`config.mk`:
```
export PLATFORM = sky130hd
export DESIGN_NAME = adc_avg_filter
export DESIGN_NICKNAME = d
export VERILOG_FILES = /design/src/rtl/adc_avg_filter.sv
export SDC_FILE = /design/constraint.sdc
export NUM_CORES = 1
export LEC_CHECK = 0
export ABC_AREA = 1
export BUFFER_PORTS_ARGS = -buffer_cell sky130_fd_sc_hd__buf_2
export CAP_MARGIN = 10
export CELL_PAD_IN_SITES_DETAIL_PLACEMENT = 1
export CELL_PAD_IN_SITES_GLOBAL_PLACEMENT = 1
export CORE_ASPECT_RATIO = 1.25
export CORE_MARGIN = 1
export CORE_UTILIZATION = 51
export CTS_CLUSTER_SIZE = 12
export DETAILED_ROUTE_END_ITERATION = 8
export HOLD_SLACK_MARGIN = 0.02
export PLACE_DENSITY_LB_ADDON = 0.1
export SKIP_CTS_REPAIR_TIMING = 1
export SLEW_MARGIN = 10
export SYNTH_ARGS = -nofsm -noshare
export SYNTH_HDL_FRONTEND = slang
export SYNTH_SLANG_ARGS = --single-unit
```
`constraint.sdc`:
```
create_clock -name clk -period 5.4 [get_ports clk]
set_input_delay 1.08 -clock clk [delete_from_list [all_inputs] [get_ports clk]]
set_output_delay 1.08 -clock clk [all_outputs]
set_load 0.01 [all_outputs]
```
`src/rtl/adc_avg_filter.sv`:
```
// adc_avg_filter: boxcar moving average over the last 2^LOG2_DEPTH ADC samples.
// The window buffer, running sum and output stage are all in this one file.
// Optional build macro: ADC_AVG_ROUND_EN selects round-half-up with saturation
// for the output divide. When it is not defined, the divide truncates.
module adc_avg_filter #(
    parameter int DATA_W     = 8,
    parameter int LOG2_DEPTH = 3
) (
    input  logic                  clk,
    input  logic                  n_rst,      // active-high synchronous reset
    input  logic                  din_valid,
    input  logic [DATA_W-1:0]     din,
    input  logic                  clear,
    output logic                  dout_valid,
    output logic [DATA_W-1:0]     dout,
    output logic [LOG2_DEPTH:0]   fill,
    output logic                  full
);

    localparam int DEPTH = 1 << LOG2_DEPTH;
    localparam int SUM_W = DATA_W + LOG2_DEPTH;

    localparam logic [LOG2_DEPTH-1:0] PTR_ONE  = 1;
    localparam logic [LOG2_DEPTH:0]   FILL_ONE = 1;
    localparam logic [LOG2_DEPTH:0]   FILL_MAX = (LOG2_DEPTH+1)'(DEPTH);

    typedef enum logic {
        ST_FILL = 1'b0,
        ST_RUN  = 1'b1
    } state_t;

    // Control and datapath state
    state_t                  state_reg,      state_next;
    logic [LOG2_DEPTH-1:0]   wr_ptr_reg,     wr_ptr_next;
    logic [SUM_W-1:0]        sum_reg,        sum_next;
    logic [LOG2_DEPTH:0]     fill_reg,       fill_next;
    logic                    full_reg,       full_next;
    logic                    upd_reg,        upd_next;
    logic [DATA_W-1:0]       dout_reg,       dout_next;
    logic                    dout_valid_reg, dout_valid_next;

    // Window storage: registered read, prefetching the oldest sample
    logic [DATA_W-1:0]       mem [DEPTH];
    logic [DATA_W-1:0]       rd_data_reg;
    logic                    mem_we;

    // Helper values
    logic [DATA_W-1:0]       sub_term;
    logic [DATA_W-1:0]       avg_value;

    // A sample is taken only when neither clear nor reset overrides it
    assign mem_we = din_valid & ~clear & ~n_rst;

    // Average of the current running sum
`ifdef ADC_AVG_ROUND_EN
    logic [SUM_W:0]          sum_rounded;
    logic [DATA_W:0]         avg_wide;

    // Round half up; one extra bit catches a carry out so it can saturate
    always_comb begin
        sum_rounded = {1'b0, sum_reg} + (SUM_W+1)'(DEPTH / 2);
        avg_wide    = sum_rounded[SUM_W:LOG2_DEPTH];
        avg_value   = avg_wide[DATA_W] ? {DATA_W{1'b1}} : avg_wide[DATA_W-1:0];
    end
`else
    // Truncating divide by the window length
    always_comb begin
        avg_value = sum_reg[SUM_W-1:LOG2_DEPTH];
    end
`endif

    // Next-state, running sum, fill tracking and output-stage logic
    always_comb begin
        state_next      = state_reg;
        wr_ptr_next     = wr_ptr_reg;
        sum_next        = sum_reg;
        fill_next       = fill_reg;
        full_next       = full_reg;
        upd_next        = 1'b0;
        dout_next       = dout_reg;
        dout_valid_next = 1'b0;
        sub_term        = '0;

        // Output stage: publish the sum that was updated in the previous cycle
        if (upd_reg && (state_reg == ST_RUN)) begin
            dout_next       = avg_value;
            dout_valid_next = 1'b1;
        end

        if (clear) begin
            // Flush the window; dout keeps its last value, pending strobe dropped
            state_next      = ST_FILL;
            wr_ptr_next     = '0;
            sum_next        = '0;
            fill_next       = '0;
            full_next       = 1'b0;
            dout_next       = dout_reg;
            dout_valid_next = 1'b0;
        end else if (din_valid) begin
            // The oldest sample leaves the window only once it is full
            sub_term    = (state_reg == ST_RUN) ? rd_data_reg : '0;
            sum_next    = sum_reg + {{LOG2_DEPTH{1'b0}}, din}
                                  - {{LOG2_DEPTH{1'b0}}, sub_term};
            wr_ptr_next = wr_ptr_reg + PTR_ONE;
            upd_next    = 1'b1;

            case (state_reg)
                ST_FILL: begin
                    fill_next = fill_reg + FILL_ONE;
                    if (fill_reg == FILL_MAX - FILL_ONE) begin
                        state_next = ST_RUN;
                        full_next  = 1'b1;
                    end
                end
                ST_RUN: begin
                    fill_next = FILL_MAX;
                    full_next = 1'b1;
                end
                default: begin
                    state_next = ST_FILL;
                end
            endcase
        end
    end

    // State register with synchronous reset
    always_ff @(posedge clk) begin
        if (n_rst) begin
            state_reg      <= ST_FILL;
            wr_ptr_reg     <= '0;
            sum_reg        <= '0;
            fill_reg       <= '0;
            full_reg       <= 1'b0;
            upd_reg        <= 1'b0;
            dout_reg       <= '0;
            dout_valid_reg <= 1'b0;
        end else begin
            state_reg      <= state_next;
            wr_ptr_reg     <= wr_ptr_next;
            sum_reg        <= sum_next;
            fill_reg       <= fill_next;
            full_reg       <= full_next;
            upd_reg        <= upd_next;
            dout_reg       <= dout_next;
            dout_valid_reg <= dout_valid_next;
        end
    end

    // Buffer write at wr_ptr; read the slot the next sample will overwrite.
    // Read and write addresses never coincide while a write happens, because
    // the read address is the incremented pointer whenever a write occurs.
    always_ff @(posedge clk) begin
        if (mem_we) begin
            mem[wr_ptr_reg] <= din;
        end
        rd_data_reg <= mem[wr_ptr_next];
    end

    assign dout_valid = dout_valid_reg;
    assign dout       = dout_reg;
    assign fill       = fill_reg;
    assign full       = full_reg;

endmodule
```
# Yosys cells after proc, flatten, opt, wreduce, memory -nomap -nowiden
# Memories as Yosys holds them, arrays and structs flattened. A register that Yosys moved wholly into a read port is not among the register bits.
# Index checks and enable logic that the tools add are counted.
[totals]
out_inout_bits = 14
ramBits = 64
memories = 1
elab_cells = 36
inputBits = 12
register_bits = 30
[op_classes]
bitwise = 5
n_eq_ne = 2
reduce_logical = 4
addsub = 4
mux = 12
[memory_table]
columns = ["memory", "words", "width", "rd", "rd_ports_with_merged_regs", "wr", "line_no", "source"]
rows = [
  ["mem", 8, 8, 1, 1, 1, "43", "logic [DATA_W-1:0] mem [DEPTH];"],
]
[op_table]
columns = ["cell", "count"]
rows = [
  ["11-bit by 8-bit adder with 11-bit output", 1],
  ["11-bit by 8-bit subtractor with 11-bit output", 1],
  ["8-bit two-way mux", 1],
  ["4-bit case mux with 2 select lines", 1],
  ["1-bit two-way mux", 7],
  ["3-bit two-way mux", 2],
  ["4-bit by 1-bit adder with 4-bit output, second input constant", 1],
  ["4-bit by 3-bit == test with 1-bit output, second input constant", 1],
  ["2-bit AND reduction", 2],
  ["3-bit by 1-bit adder with 3-bit output, second input constant", 1],
  ["1-bit NOT", 3],
  ["1-bit bitwise AND", 2],
  ["2-bit != test, second input constant", 1],
  ["1-bit case mux with 2 select lines", 1],
  ["2-bit OR reduction", 1],
  ["1-bit logical AND", 1],
]

# Depth between registers and ports, before layout
# Gate-level depths: netlist (run 1).
[depth]
word_depth = 5
depth_mapped = 16

# Worst setup path after synthesis (run 1)
# No wires, ideal clock.
[synth_timing]
path_kind = "input to register"
from = "in clear"
to = "mem mem[7][0] (enable)"
arrival_ps = 2436
cell_stages = 4
slack_ps = 2570
required_ps = 5005
setup_time_ps = 395
cell_sequence = "nor2_1 > inv_2 > clkbuf_1 > nor4_1"
[synth_between]
elab_chain_len = 5
[synth_lines]
columns = ["item", "line_no", "source"]
rows = [
  ["from (decl)", "13", "input logic clear,"],
  ["1-bit NOT (no line)", "-", ""],
  ["1-bit bitwise AND (2 in a row)", "52", "assign mem_we = din_valid & ~clear & ~n_rst;"],
  ["1-bit two-way mux", "153", "if (mem_we) begin"],
  ["1-bit two-way mux (implied by the code)", "154", "mem[wr_ptr_reg] <= din;"],
  ["to (decl)", "43", ""],
]
# Every way passes these cells.

# Final worst setup path (run 1)
[layout_timing]
from = "in n_rst"
to = "mem mem[6][2] (enable)"
[layout_between]
elab_chain_len = 4
[layout_lines]
columns = ["item", "line_no", "source"]
rows = [
  ["from (decl)", "10", "input logic n_rst,"],
  ["1-bit NOT", "52", ""],
  ["1-bit bitwise AND", "52", ""],
  ["1-bit two-way mux", "153", ""],
  ["1-bit two-way mux (implied by the code)", "154", ""],
]
# Every way passes these cells.

==> results of run 1 <==
## cells in the final DEF, fill, tap and decap left out, types with 7 or more instances in the layout
master / synthesis / routed
nand3_1: 21 / 21
a21oi_2: 10 / 10
nor4_2: 0 / 8
clkbuf_16: 0 / 9
fa_1: 8 / 8
o211ai_2: 8 / 8
inv_2: 7 / 7
edfxtp_1: 64 / 64
o21ai_1: 20 / 20
o211ai_1: 9 / 9
a211oi_1: 7 / 7
nor2_1: 25 / 25
dfxtp_1: 38 / 38
inv_1: 100 / 100
buf_2: 3 / 25
nand2_1: 111 / 111
ha_1: 13 / 13
a21oi_1: 30 / 30
## worst min-delay path, cell delays in order, from the launching register on
cell and delay (ps):
dfxtp_1 310, nand2_1 60, a21oi_1 60
## stage by stage
step | power [mW] | instances | util, % | hold slack, ps
finish | 1.67 | 670 | 58.6 | 473
global route | 1.73 | 670 | 58.6 | 513
CTS | 1.67 | 670 | 58.6 | 476
detailed placement | 1.06 | 654 | 55.5 | 467
global placement | 1.05 | 654 | 55.5 | 452
floorplan | 1.01 | 518 | - | 439
## layout make-up
cell class / instances / area, sq um
fillers: 1063 / 3840
flip-flops and latches: 102 / 2680
multi-input cells: 292 / 1750
inverters: 107 / 402
clock buffers: 12 / 256
repair buffers: 30 / 163
well taps: 123 / 154
clock inverters: 4 / 30.0
## metal layers
metal  GRT usage (%)  vias to the layer above  wire, um
met5               0                        -         0
li1                -                     1742         -
met4            9.03                        0       216
met3            3.83                       16       292
met2            47.2                       43      6260
met1            28.6                     1748      4900
## worst paths after layout
kind	startpoint	endpoint	slack (ps)
hold reg to reg	dout[7]	dout[7]	470
setup reg to reg	state_reg	sum_reg[8]	2850
setup / recovery	n_rst	mem[6][2]	2150
hold / removal	dout[7]	dout[7]	470
## power groups by stage
stage	registers [mW]	clock network (mW)	logic [mW]
2_1_floorplan	0.863	0	0.150
3_3_place_gp	0.866	0	0.187
3_5_place_dp	0.866	0	0.194
4_1_cts	0.849	0.625	0.197
5_1_grt	0.850	0.656	0.223
6_report	0.850	0.620	0.196
## cells by family (layout without fill, tap and decap cells)
group           after synthesis  in the layout
fa+ha+maj                    21             21
flops                       102            102
compound gates               93             93
buf+inv                     124            153
xor+xnor                      4              4
simple gates                174            174
==> results, run 1 <==
- The run finished with clean final reports.
- Net switching is 25.2% of the power.
- Sorting the synthesized cells by area gives the leading types as edfxtp_1 39%, dfxtp_1 15%, nand2_1 8.5%, inv_1 7.6%, ha_1 3.3%.
- The net count of the finished layout is 575.
- The post-placement worst setup slack is 1670 ps.
- The number of buffers on the longest clock path is 2.
- The finished cells cover 5430 sq um.
- The analysis attributes to net switching a power of 0.420 mW.
- The worst path uses 60.3% of the clock period.
- The post-detailed-placement cell area is 5150 sq um.
- After detailed routing, the average wire length per cell comes to 17.4 um.
- The total die area is 10,100 sq um.
- The layout overhead on the synthesized area is 10.3%.
- The setup violation total in the final timing report is 0.
- Timing would allow up to 307 MHz.
- The slowest stage of the critical path belongs to the cell nor4_2.
- Along the worst path, the maximum fanout reaches 18.
- The startpoint type of the worst setup path is an input port.
- The power per cell area is 307 nW/um^2.
- The most instantiated library cell after synthesis is nand2_1.
- The register with the most flip-flops in the layout has 64 of them.
- Summed over its instances, the top area cell type makes up 39.0% of the synthesized netlist area.
- The count of routing violations after the opening detailed-route iteration is 139.
- The total track usage is 25.1%.
- In this run the vertical extent of the chip is 112 um.
- The first-pass detailed-route iteration total is 5.
- At the worst endpoint, the required time is 5360 ps.
- The sequential element share of the synthesized area is 54.5%.
- In this run, synthesis produced a sequential element count of 102.
- The post-route netlist has 15.2% of its cells at a drive strength greater than 1.
- The max-capacitance violation count is 0.
- Summed over all layers, the routed wires come to 11,700 um.
- The synthesized net count is 551.
- In the synthesized netlist the async set-or-reset flop fraction comes to 0%.
- The worst path meets setup with 2150 ps of slack.
- The detail-routed via count per cell is 5.30.
- The kind of cell adding the most delay to the critical path is simple AND/OR/NAND/NOR gates.
- The number of cell instances on the worst register-to-register path is 11.
- In this run, CTS created clock tree buffers numbering 9.
- After synthesis, the mean cell area works out to 9.50 sq um.
- The endpoint kind of the worst setup timing path is a register.
- Once detail routing completed, the nets flagged for antenna violations numbered 0.
- The main combinational cell family by area after synthesis is simple AND/OR/NAND/NOR gates.
- The worst-case vdd ir drop is 0.000152 V.
- The most used flip-flop cell after synthesis is edfxtp_1.
- At the worst endpoint, the arrival time is 3210 ps.
- The via count of the first global-routing pass was 3,754.
- The basic-gate share of the synthesized area counting and, or, nand and nor cells is 14.7%.
- The critical path class is input port to register.
- The quantity of I/O buffers inserted on ports is 25.
- The number of hold-slack violations in the final timing report is 0.
- The number of slew-limit violations in the final report is 0.
- edfxtp_1 takes more of the synthesized area than any other cell.
- The cell area after technology mapping is 4920 sq um.
- The cell sitting at the root of the clock tree is a clkbuf_16.
- The time the final worst path needs with I/O delays and setup is 3250 ps.
- Headroom to the max-slew limit came out at 15.0%.
- In this design, the stage delay of the slowest critical-path cell is 950 ps.
- In the final timing run, aggregate negative setup slack is 0 ps.
- Cell internal power was estimated by the tool at 1.25 mW.
- Yosys printed 0 warnings.
- The min-delay analysis places its worst path in the category register to register.
- The initial antenna violation count is 0.
- Between clock sinks in the finished design, the worst skew comes to 8.20 ps.
- Counting flops with a built-in enable in the synthesized netlist gives 64.
- The post-synthesis compound-gate area fraction is 12.5%.
- The row count is 39.
- The number of H-tree levels is 3.
- At the pin with the least slew margin, the transition time is 1260 ps.
- Yosys mapped the design onto 35 distinct sky130hd cell types.
- The first-pass GRT wire length is 19,000 um.
- Summed over all cells, the static leakage comes to 2.44 nW.
- Setup repair after global routing left no endpoint under its margin.
- After detailed routing, the number of remaining DRC violations is 0.
- The post-synthesis share of cell area spent on full adders, half adders and majority gates is 6.56%.
- The area share of xor/xnor cells in the synthesized design is 0.712%.
- The clock reaches the later pin of the worst-skew pair after 350 ps.
- Of the total power, combinational logic draws 11.8%.
- By count the netlist is led by 111 x nand2_1, 100 x inv_1, 64 x edfxtp_1.
- The critical path crosses 6 cells after its start point.
- Entering global routing, the biggest net connects 35 pins.
- In this run the horizontal extent of the chip is 89.9 um.
- The CTS sink count is 102.
- The worst hold path depth is 2.
- For this run the aggregate overflow at the end of global routing stands at 0.
- The I/O pin count is 26.
- Per report_power, the sequential group accounts for 51.0% of the total.
- The repair_antennas step left the layout with diodes totalling 0.
- The core footprint is 9270 sq um.
- The HPWL after detailed placement is 8010 um.
- TritonCTS built the clock tree.
- After clock tree synthesis, the clock-pin slew on the worst setup and hold paths is 70 ps.
- The via total after detailed routing is 3,549.
- The signal on the critical path passes through buf_2 -> nor2_1 -> inv_2 -> nor2_1 -> inv_2 -> nor4_2.
- At the end of routability-driven placement, the weighted congestion stood at 0.838.
- The clock network accounts for 37.2% of the total power.
- The buffers plus inverters on the worst setup path is 3.
- The post-synthesis cell count is 518.
- Measured against the total synthesized area, the mux share comes to 0%.
- Once the floorplan was initialized, standard cells occupied 53.1% of the core.
(Power assumes the default switching activity.)
==> run 2: changes to the inputs <==
Settings changed: CORE_UTILIZATION 51 to 48.
Clock period 5.4 ns to 3.19 ns, I/O delays scaled along.
==> run 2 against run 1 <==
Register-to-register slack got worse by 2300 ps. Total power rose by 72%. Die area rose by 6.1%. Largest cell class unchanged. Largest power group unchanged.
==> results, run 2 (same netlist as run 1, synthesis figures left out) <==
- The flow ran to the end, and the final reports show no timing, DRC or antenna violations.
- The first-pass GRT wire length was 18,300 um (-3.5%).
- The slew at the pin with the worst max-slew slack came to 506 ps (-759 ps).
- The worst slack on hold paths is 479 ps (+5.84 ps).
- The first-pass detailed-route iteration total was 4 (-1).
- The leakage power figure is 2.49 nW (+1.8%).
- The CTS sink count is 102 (unchanged).
- The via total after detailed routing is 3,561 (+0.34%).
- The antenna diode count is 0 (unchanged).
- The overall die width is 92.6 um (+3.0%).
- The number of buffers created by CTS came to 9 (unchanged).
- The max-capacitance violation count is 0 (unchanged).
- The setup violation total in the final timing report is 0 (unchanged).
- The detail-routed via count per cell came to 5.24 (-0.99%).
- The largest fanout on the critical path came to 12 (-6).
- The top cell types in the final layout, fill and taps aside, are 111 x nand2_1, 100 x inv_1, 64 x edfxtp_1.
- Compared with the post-synthesis result, the final layout area differs by 12.0%.
- The quantity of I/O buffers inserted on ports is 25 (unchanged).
- The post-route clock period utilization is 81.4%.
- The total negative slack for setup checks is 0 ps (unchanged).
- Counting I/O delays and the setup requirement, the final critical path takes 2600 ps.
- The post-layout net count is 581 (+1.0%).
- The maximum number of pins on one net before global-route repair is 65 (+86%).
- The flip-flop count of the largest register after layout came to 64 (unchanged).
- STA classifies the critical path startpoint as a register.
- The power per cell area is 518 nW/um^2 (+69%).
- The detailed-route wire length per cell was 16.5 um (-5.3%).
- Setup repair after global routing left no endpoint under its margin.
- The critical path class is register to register.
- The total die area is 10,700 sq um (+6.1%).
- The number of buffers on the longest clock path was 2 (unchanged).
- The via count of the first global-routing pass is 3,642 (-3.0%).
- The clock tree from TritonCTS is yes.
- The fill cell instance count of the final layout is 1,162 (+9.3%).
- The endpoint kind of the worst setup timing path is a register.
- The cell count after placement is 663 (+1.4%).
- The count of routing violations after the opening detailed-route iteration is 133 (-4.3%).
- The post-route core utilization came to 56.2% (-2.4 points).
- The overall routed net length was 11,200 um (-4.1%).
- The post-placement worst setup slack is 360 ps (-1310 ps).
- The clock latency on the worst-skew pair was 340 ps (about the same).
- The worst endpoint data arrival time is 2830 ps (-380 ps).
- The leading cell type in the layout, fill and taps excluded is nand2_1.
- The data required time at the worst endpoint is 3420 ps (-1940 ps).
- The worst-case vdd ir drop was 0.000309 V (+100%).
- The I/O pin count is 26 (unchanged).
- The number of slew-limit violations in the final report came to 0 (unchanged).
- The core footprint is 9810 sq um (+5.8%).
- The clock input transition at the sequential cells of the worst setup and hold paths is 70 ps (about the same).
- The tightest slew margin relative to the limit is 66.2% (+51 points).
- The routability-driven placement congestion ratio is 0.845 (+0.84%).
- The total track usage is 23.0% (-2.0 points).
- The row count was 40 (+2.6%).
- The number of hold-slack violations in the final timing report is 0 (unchanged).
- The HPWL after detailed placement is 7810 um (-2.6%).
- The floorplan die height was 115 um (+3.0%).
- The starting density of the core came to 50.2% (-2.9 points).
- The post-route antenna net violation count came to 0 (unchanged).
- The number of H-tree levels is 3 (unchanged).
- The number of DRC violations after detailed routing came to 0 (unchanged).
- The path class of the tightest hold or removal check is register to register.
- The number of standard cells in the final layout excluding fillers is 679 (+1.3%).
- Timing would allow up to 385 MHz.
- The initial antenna violation count was 0 (unchanged).
- The tree is rooted in a clkbuf_16.
- The setup slack of the critical path after layout is 595 ps (-1550 ps).
- The leftover overflow at the end of global routing is 0 (unchanged).
- The worst setup skew after layout was 7.14 ps (-1.06 ps).
- The share of final-layout standard cells stronger than drive strength 1 is 15.9% (+0.74 points).
==> run 2: layout make-up <==
cell class              count  area [sq um]  share of cell area (%)
repair buffers             36           233                    4.22
flip-flops and latches    102          2680                    48.7
well taps                 126           158                    2.86
inverters                 107           402                    7.29
multi-input cells         292          1750                    31.7
clock inverters             5          60.1                    1.09
clock buffers              11           233                    4.22
==> run 2: worst max-delay path, stage by stage, from the launching register on <==
cell     delay [ps]
dfxtp_1         620
nand2_1         100
inv_1            80
fa_1            420
inv_1            70
ha_1            270
a21oi_1         340
nor2_1           80
nor2_1          140
a21oi_1          80
o21ai_0         210
inv_1            70
==> run 2: worst paths after layout <==
| path | from | cells past startpoint | slack, ps | to |
|---|---|---|---|---|
| max reg2reg | state_reg | 11 | 590 | sum_reg[8] |
| min | dout[7] | 2 | 480 | dout[7] |
| min reg2reg | dout[7] | 2 | 480 | dout[7] |
| max | state_reg | 11 | 590 | sum_reg[8] |
==> run 2: metrics by stage <==
step           area [sq um]  total power [mW]
2_1_floorplan          4920              1.71
3_3_place_gp           5220              1.79
3_5_place_dp           5220              1.80
4_1_cts                5510              2.89
5_1_grt                5510              2.97
6_report               5510              2.86
==> run 2: where the power goes <==
part	internal (mW)	total (mW)	switching (mW)
Sequential	1.42	1.44	0.0121
Combinational	0.115	0.335	0.220
Clock	0.612	1.09	0.476
==> run 2: metal layers <==
metal  up-vias  share of wire, %  GRT usage, %
li1       1748                 -             -
met1      1732                42          27.7
met2        64                53          41.5
met3        17               3.5          4.10
met4         0               2.2          7.92
met5         -                 0             0
==> run 3: changes to the inputs <==
Clock period 3.19 ns to 2.6 ns, I/O delays scaled along.
==> run 3 against run 2 <==
Non-clock buffer count grew 12. Final area grew 1.1%. Clock power grew 13%. Highest routed layer unchanged. Global-route usage grew 0.84 points. Register-to-register slack lost 350 ps. Combinational power grew 29%.
==> results, run 3 (same netlist as run 1, synthesis figures left out) <==
- The floorplan die height is 115 um (unchanged).
- The quantity of I/O buffers inserted on ports is 25 (unchanged).
- The total track usage came to 23.9% (+0.84 points).
- The worst min-delay path category is register to register.
- The cell sitting at the root of the clock tree is a clkbuf_16.
- The post-route antenna net violation count was 0 (unchanged).
- The number of hold-slack violations in the final timing report is 0 (unchanged).
- The starting density of the core is 50.2% (unchanged).
- The maximum operating frequency was 425 MHz (+10%).
- The worst-case vdd ir drop is 0.000428 V (+39%).
- The initial antenna violation count is 0 (unchanged).
- The tightest slew margin relative to the limit is 75.7% (+9.5 points).
- The cell count after placement was 675 (+1.8%).
- The worst setup path is of the register to register kind.
- The clock latency on the worst-skew pair is 340 ps (about the same).
- The data required time at the worst endpoint came to 2840 ps (-580 ps).
- The total negative slack for setup checks came to 0 ps (unchanged).
- The post-route core utilization is 56.8% (+0.64 points).
- TritonCTS built the clock tree.
- Traced cell by cell, the critical path runs through nand2_1 -> inv_1 -> fa_1 -> inv_1 -> ha_1 -> a21oi_1 -> nor2_1 -> nor2_1 -> a21oi_1 -> o21ai_0 -> inv_1.
- The overall routed net length is 11,400 um (+2.0%).
- The endpoint kind of the worst setup timing path is a register.
- The clock input transition at the sequential cells of the worst setup and hold paths came to 70 ps (about the same).
- The number of slew-limit violations in the final report was 0 (unchanged).
- The CTS sink count is 102 (unchanged).
- The number of standard cells in the final layout excluding fillers was 691 (+1.8%).
- The routability-driven placement congestion ratio is 0.799 (-5.5%).
- The post-placement worst setup slack is 19.9 ps (-340 ps).
- The I/O pin count is 26 (unchanged).
- The startpoint type of the worst setup path is a register.
- The via count of the first global-routing pass is 3,760 (+3.2%).
- The final instance area is 5580 sq um (+1.1%).
- The post-route total power is 3.43 mW (+20%).
- The detail-routed via count per cell was 5.18 (-1.2%).
- The end point of the critical path is sum_reg[8].
- By instance count, the cell type seen most on the critical path is inv_1.
- The row count is 40 (unchanged).
- Tracing the worst setup path back leads to its startpoint at state_reg.
- The maximum number of pins on one net before global-route repair was 49 (-25%).
- The first-pass GRT wire length is 19,000 um (+3.6%).
- The cell depth of the worst setup path is 11 (unchanged).
- The number of cell instances on the worst register-to-register path is 11 (unchanged).
- The largest fanout on the critical path is 10 (-2).
- The post-route clock period utilization was 90.4% (+9.1 points).
- The core footprint is 9810 sq um (unchanged).
- The HPWL after detailed placement is 8190 um (+4.9%).
- The power per cell area came to 615 nW/um^2 (+19%).
- The setup violation total in the final timing report is 0 (unchanged).
- The worst endpoint data arrival time came to 2590 ps (-240 ps).
- The number of H-tree levels is 3 (unchanged).
- The setup slack of the critical path after layout was 249 ps (-346 ps).
- The leftover overflow at the end of global routing is 0 (unchanged).
- The flow ran to the end, and the final reports show no timing, DRC or antenna violations.
- The worst setup slack for register-to-register paths came to 250 ps (-350 ps).
- The cell family contributing the most delay on the critical path is adder cells.
- In the layout the commonest cells are 111 x nand2_1, 100 x inv_1, 64 x edfxtp_1.
- The total die area is 10,700 sq um (unchanged).
- The first-pass detailed-route iteration total is 4 (unchanged).
- The detailed-route wire length per cell is 16.5 um (+0.27%).
- The leading cell type in the layout, fill and taps excluded is nand2_1.
- The number of buffers created by CTS is 9 (unchanged).
- Relative to the synthesized area, the layout overhead comes to 13.2%.
- The via total after detailed routing is 3,582 (+0.59%).
- The cell with the biggest individual delay on the critical path is fa_1.
- The flip-flop count of the largest register after layout was 64 (unchanged).
- The max-capacitance violation count is 0 (unchanged).
- The post-layout net count is 593 (+2.1%).
- The share of final-layout standard cells stronger than drive strength 1 was 17.5% (+1.6 points).
- The count of routing violations after the opening detailed-route iteration is 94 (-29%).
- The startpoint identified for the worst register-to-register timing path is state_reg.
- The overall die width is 92.6 um (unchanged).
- The number of buffers on the longest clock path was 2 (unchanged).
- The buffers plus inverters on the worst setup path is 3 (unchanged).
- The largest stage delay on the critical path is 490 ps (-130 ps).
- The number of DRC violations after detailed routing is 0 (unchanged).
- The endpoint identified for the worst register-to-register timing path is sum_reg[8].
- The time the final worst path needs with I/O delays and setup is 2350 ps (-244 ps).
- The leakage power figure is 2.54 nW (+1.9%).
- The antenna diode count came to 0 (unchanged).
- The slew at the pin with the worst max-slew slack is 364 ps (-141 ps).
- Setup repair after global routing left no endpoint under its margin.
- The worst setup skew after layout was 7.31 ps (+0.164 ps).
- The worst slack on hold paths is 467 ps (-12.5 ps).
- The post-detailed-placement cell area is 5310 sq um (+1.7%).
## run 3: cell type report
type,count,area (sq um)
Timing Repair Buffer,48,323
Clock inverter,2,10.0
Sequential cell,102,2680
Inverter,107,402
Multi-Input combinational cell,292,1750
Fill cell,1170,4230
Clock buffer,14,254
Tap cell,126,158
## run 3: per-layer routing
layer	GRT usage [%]	part of all wire, %
met5	0	0
met4	10.3	2.7
met3	3.51	1.6
met2	43.4	53
met1	28.0	43
## run 3: how the worst min path moves through the flow
stage,from,to,slack (ps),cells after the start
2_1_floorplan,sum_reg[0],sum_reg[0],440,2
3_3_place_gp,sum_reg[0],sum_reg[0],450,2
3_5_place_dp,dout[7],dout[7],460,2
4_1_cts,dout[7],dout[7],470,2
5_1_grt,din[1],mem[6][1],480,1
6_report,dout[7],dout[7],470,2
## run 3: report_power, final
part / internal, mW / switching [mW]
registers: 1.75 / 0.0152
clock network: 0.674 / 0.558
logic: 0.155 / 0.278
## run 3: tightest hold or removal path: stages, from the launching register on
cell and delay [ps]:
dfxtp_1 310, nand2_1 60, a21oi_1 60
